===== config.mk =====
export PLATFORM = sky130hd
export DESIGN_NAME = keypad_entry
export DESIGN_NICKNAME = d
export VERILOG_FILES = /design/src/rtl/keypad_pkg.sv /design/src/rtl/keypad_debounce.sv /design/src/rtl/keypad_entry.sv
export SDC_FILE = /design/constraint.sdc
export NUM_CORES = 1
export LEC_CHECK = 0
export CAP_MARGIN = 0
export CORE_MARGIN = 2
export CORE_UTILIZATION = 35
export DETAILED_ROUTE_END_ITERATION = 10
export DONT_BUFFER_PORTS = 1
export PLACE_DENSITY = 0.48
export SETUP_SLACK_MARGIN = 0.3
export SYNTH_ARGS = -nofsm -noshare
export SYNTH_HDL_FRONTEND = slang
export SYNTH_SLANG_ARGS = --single-unit

===== constraint.sdc =====
create_clock -name clk -period 3 [get_ports clk]
set_input_delay 0.3 -clock clk [delete_from_list [all_inputs] [get_ports clk]]
set_output_delay 0.3 -clock clk [all_outputs]
set_load 0.02 [all_outputs]

===== src/rtl/keypad_pkg.sv =====
// Shared constants and FSM state type for the keypad entry block.
package keypad_pkg;

  localparam logic [3:0] KEY_BKSP   = 4'hE;
  localparam logic [3:0] KEY_CLR    = 4'hF;
  localparam int         MAX_DIGITS = 4;

  typedef enum logic [1:0] {
    ST_IDLE   = 2'd0,
    ST_HELD   = 2'd1,
    ST_COMMIT = 2'd2
  } state_e;

endpackage


===== src/rtl/keypad_debounce.sv =====
// Two-flop synchronizer followed by a stable-count debouncer with a registered
// rising-edge pulse that coincides with the first cycle of the new high level.
module keypad_debounce #(
  parameter int   DEBOUNCE_CYCLES = 1000000,
  parameter logic RST_LEVEL       = 1'b0
) (
  input  logic clk,
  input  logic rst_n,
  input  logic din,
  output logic level,
  output logic rise
);

  localparam int CNT_W = (DEBOUNCE_CYCLES > 1) ? $clog2(DEBOUNCE_CYCLES) : 1;
  localparam logic [CNT_W-1:0] CNT_LAST = CNT_W'(DEBOUNCE_CYCLES - 1);

  logic             sync_p0;
  logic             sync_p1;
  logic [CNT_W-1:0] cnt;

  always_ff @(posedge clk or negedge rst_n) begin
    if (!rst_n) begin
      sync_p0 <= 1'b0;
      sync_p1 <= 1'b0;
    end else begin
      sync_p0 <= din;
      sync_p1 <= sync_p0;
    end
  end

  // Any cycle agreeing with the current level restarts the count.
  always_ff @(posedge clk or negedge rst_n) begin
    if (!rst_n) begin
      cnt   <= '0;
      level <= RST_LEVEL;
      rise  <= 1'b0;
    end else begin
      rise <= 1'b0;
      if (sync_p1 == level) begin
        cnt <= '0;
      end else if (cnt == CNT_LAST) begin
        cnt   <= '0;
        level <= sync_p1;
        rise  <= sync_p1;
      end else begin
        cnt <= cnt + CNT_W'(1);
      end
    end
  end

endmodule


===== src/rtl/keypad_entry.sv =====
// Keypad digit entry: debounced key/enter events edit a 4-digit buffer and
// commit it to a valid/ready output register.
module keypad_entry #(
  parameter int DEBOUNCE_CYCLES = 1000000,
  parameter int MAX_DIGITS      = 4
) (
  input  logic        clk,
  input  logic        rst_n,
  input  logic [3:0]  key_code,
  input  logic        key_hit,
  input  logic        enter,
  output logic [15:0] digits,
  output logic [2:0]  digit_count,
  output logic [15:0] value,
  output logic        value_valid,
  input  logic        value_ready,
  output logic        overflow
);

  import keypad_pkg::*;

  logic [3:0]  code_p0;
  logic [3:0]  code_p1;
  logic        key_lvl;
  logic        key_rise;
  logic        ent_lvl;
  logic        ent_rise;
  logic        enter_ev;

  state_e      state;
  state_e      state_nxt;
  logic [15:0] digits_nxt;
  logic [2:0]  count_nxt;
  logic [15:0] value_nxt;
  logic        ovf_nxt;

  // Both levels come out of reset high, so a button already down at reset
  // release has to be seen released before it can produce a rising edge.
  keypad_debounce #(
    .DEBOUNCE_CYCLES (DEBOUNCE_CYCLES),
    .RST_LEVEL       (1'b1)
  ) u_key_deb (
    .clk   (clk),
    .rst_n (rst_n),
    .din   (key_hit),
    .level (key_lvl),
    .rise  (key_rise)
  );

  keypad_debounce #(
    .DEBOUNCE_CYCLES (DEBOUNCE_CYCLES),
    .RST_LEVEL       (1'b1)
  ) u_ent_deb (
    .clk   (clk),
    .rst_n (rst_n),
    .din   (enter),
    .level (ent_lvl),
    .rise  (ent_rise)
  );

  assign enter_ev = ent_rise & ent_lvl;

  always_ff @(posedge clk or negedge rst_n) begin
    if (!rst_n) begin
      code_p0 <= 4'h0;
      code_p1 <= 4'h0;
    end else begin
      code_p0 <= key_code;
      code_p1 <= code_p0;
    end
  end

  always_comb begin
    state_nxt  = state;
    digits_nxt = digits;
    count_nxt  = digit_count;
    value_nxt  = value;
    ovf_nxt    = 1'b0;
    case (state)
      ST_COMMIT: begin
        if (value_ready) begin
          state_nxt = ST_IDLE;
        end
      end
      ST_IDLE, ST_HELD: begin
        // Enter takes priority; a key arriving with it is dropped.
        if (enter_ev && (digit_count != 3'd0)) begin
          value_nxt  = digits;
          digits_nxt = 16'h0000;
          count_nxt  = 3'd0;
          state_nxt  = ST_COMMIT;
        end else if ((state == ST_IDLE) && key_rise && !enter_ev) begin
          state_nxt = ST_HELD;
          if (code_p1 == KEY_CLR) begin
            digits_nxt = 16'h0000;
            count_nxt  = 3'd0;
          end else if (code_p1 == KEY_BKSP) begin
            if (digit_count != 3'd0) begin
              digits_nxt = {4'h0, digits[15:4]};
              count_nxt  = digit_count - 3'd1;
            end
          end else if (digit_count == 3'(MAX_DIGITS)) begin
            ovf_nxt = 1'b1;
          end else begin
            digits_nxt = {digits[11:0], code_p1};
            count_nxt  = digit_count + 3'd1;
          end
        end else if ((state == ST_HELD) && !key_lvl) begin
          state_nxt = ST_IDLE;
        end
      end
      default: begin
        state_nxt = ST_IDLE;
      end
    endcase
  end

  always_ff @(posedge clk or negedge rst_n) begin
    if (!rst_n) begin
      state       <= ST_IDLE;
      digits      <= 16'h0000;
      digit_count <= 3'd0;
      value       <= 16'h0000;
      overflow    <= 1'b0;
    end else begin
      state       <= state_nxt;
      digits      <= digits_nxt;
      digit_count <= count_nxt;
      value       <= value_nxt;
      overflow    <= ovf_nxt;
    end
  end

  assign value_valid = (state == ST_COMMIT);

endmodule


==> results.cfg <==
[global_routing]
use_met1_pct = 20.04
overflow = 0
grt_busiest_layer = met2
use_met3_pct = 4.698
antenna_found_initial = 0
met2_usage_pct = 20.32
grt_use_total_pct = 13.88
grt_pass1_wl_um = 13800
grt_max_degree = 95
grt_pass1_vias = 2656

[cells_and_area]
final_nets = 386
final_cell_mix = dfrtp_1, nor2_1, nand2_1
syn2layout_area_growth_pct = 13.69
instances_no_fill = 522
layout_commonest_cell = dfrtp_1
antennaDiodeCount = 0
drive_above_1_share_pct = 12.66

[timing]
report.final.slew_viol_count = 0
finalHoldViolations = 0
rsz0062_at_grt = no
fmax_mhz = 473.9
fin_setup_tns_ps = 0
fin_crit_sh_pct = 70.34
tightest_slew_ps = 789.0
layout_min_cycle_time_ps = 2110
relSlewSlack_pct = 46.91
setup_viol = 0
finalClockSkew_ps = 4.695

[drt]
ant_nets = 0
post_drt_wl_per_cell_um = 15.47
avgViaCountPerCell = 5.038
routed_wl_um = 8077
drt_first_pass_iters = 4
drc_errors = 0
drt_iter0_drc = 96
vias = 2630

[worst_setup_path]
timing.rr.start = digit_count[0]
critPathArrivalTime_ps = 2370
crit_path_max_incr_delay_ps = 590
crit_required_ps = 3260
path_class = flip-flop to flip-flop
worstPathMaxFanout = 13
r2r_cells = 4
reg2reg_to = digit_count[2]
cpLargestDelayFamily = simple AND/OR/NAND/NOR gates
crit_start = digit_count[0]
crit_slowest_cell = or4_1
crit_chain = o311ai_4 -> nand2_1 -> or4_1 -> o21ai_0
cp.depth = 4
crit_path_start_kind = flip-flop
endpoint = digit_count[2]
end_kind = flip-flop
reg2reg_setup_slack_ps = 890
critical_path_buf_inv_count = 0

[clocking]
cts_htree_levels = 3
cts_tree = built
clkTransAtPathRegs_ps = 70
cts_num_sinks = 94
cts_setup_buffers = 0
root_buffer = clkbuf_16
numCtsBuffers = 9
clockBufferDepth = 2
clkLatencyLatePin_ps = 340

[logic_synthesis]
postSynthAreaPerCell_sq_um = 11.33
yosysWarnings = 0
synth_cells = 363
synthTopCellsByArea = dfrtp_1, xor2_1, mux2_2
async_reset_ff_share_pct = 100.0
synth_flop_cell = dfrtp_1
yosysTopAreaCell = dfrtp_1
ys_seq_elements = 94
syn_area_sq_um = 4113
syn_nets = 375
yosysUniqueCellTypes = 46
synth_edf_count = 0
netlist.area_leader.share_pct = 55.98
synth-seq-area-share_pct = 57.26

[placement]
port_buffers = 0
gp_congestion = 0.7812
dpl.cell_count = 498
dp_hpwl_um = 5366

[floorplan]
dieArea_sq_um = 12630
die_y_um = 112.4
pin_count = 46
core_area_sq_um = 11470
rows = 39
die_x_um = 112.4
start_util_pct = 35.86

[power]
power_leakage_uw = 0.002101
power.density_nw_per_um2 = 559.1
irDropWorstVdd_mv = 0.4270

[run]
maxCapViolations = 0

[worst_hold_path]
worstHoldStart = value_ready
holdPathStages = 2
hold_class = primary input to flip-flop

[run_status]
status = complete, no violations
==> sequential cells by signal, indices dropped and copies added, names as in the netlist, 2 cells and up <==
name	count
code_p0	4
code_p1	4
digit_count	3
digits	16
state	2
u_ent_deb.cnt	20
u_key_deb.cnt	20
value	16
==> layout make-up <==
type                            instances  area (sq um)
Multi-Input combinational cell        253          1672
Clock buffer                           10         239.0
Sequential cell                        94          2355
Fill cell                            1106          6792
Inverter                                5         18.77
Clock inverter                          6         92.59
Tap cell                              143         178.9
Timing Repair Buffer                   11         120.1
==> metrics by stage <==
stage	hold WS (ps)	worst slack, ps	utilization [%]	power, uW	area (sq um)
6_report	138.3	889.8	40.77	2614	4676
5_1_grt	144.2	719.0	40.77	2730	4676
4_1_cts	120.1	892.5	40.77	2665	4676
3_5_place_dp	9.804	925.8	37.03	1356	4247
3_3_place_gp	9.280	926.3	37.03	1355	4247
2_1_floorplan	4.409	1144	-	1347	4113
==> worst min-delay path by stage <==
| stage | to | slack, ps |
|---|---|---|
| after floorplan | code_p0[0] | 4 |
| after global placement | u_ent_deb.cnt[10] | 9 |
| after detailed placement | u_ent_deb.cnt[9] | 10 |
| after CTS | state[1] | 120 |
| after global routing | state[1] | 140 |
| final | state[1] | 140 |
==> timing repair <==
action	4_1_cts	5_1_grt
endpoints found under the hold margin	100	0
endpoints found under the setup margin	0	0
gates resized for setup	0	0
hold buffers	8	0
==> cell usage after synthesis (3+ instances only) <==
master    count
and3_1        7
buf_2         3
clkbuf_1      4
dfrtp_1      92
inv_1         5
mux2_2       17
mux2i_1       8
nand2_1      36
nand3_1      22
nand4_1      10
nor2_1       46
nor3_1        7
nor3b_1       3
nor4_1        7
o21ai_0       8
o31ai_1       9
xnor2_1      15
xor2_1       25
==> report_power, final <==
group,total [uW],switching [uW],internal [uW]
clock,1250,490,759
sequential,1290,12.8,1280
combinational,70.7,47.9,22.7
==> routing by layer <==
metal  up-vias  part of all wire [%]  wire (um)
li1       1289                     -          -
met1      1274                    50       4021
met2        60                    43       3511
met3         7                   5.8        469
met4         0                  0.92         74
met5         -                     0          0
==> kinds of logic after synthesis <==
group                    synth area share [%]
AND/OR/NAND/NOR                         19.17
AO/OA/AOI/OAI                           4.898
buffers and inverters                   2.099
flip-flops                              57.26
multiplexers                            6.967
XOR/XNOR                                8.519
adder cells (fa/ha/maj)                 1.095
No activity file was read; power rests on OpenSTA's default activity.
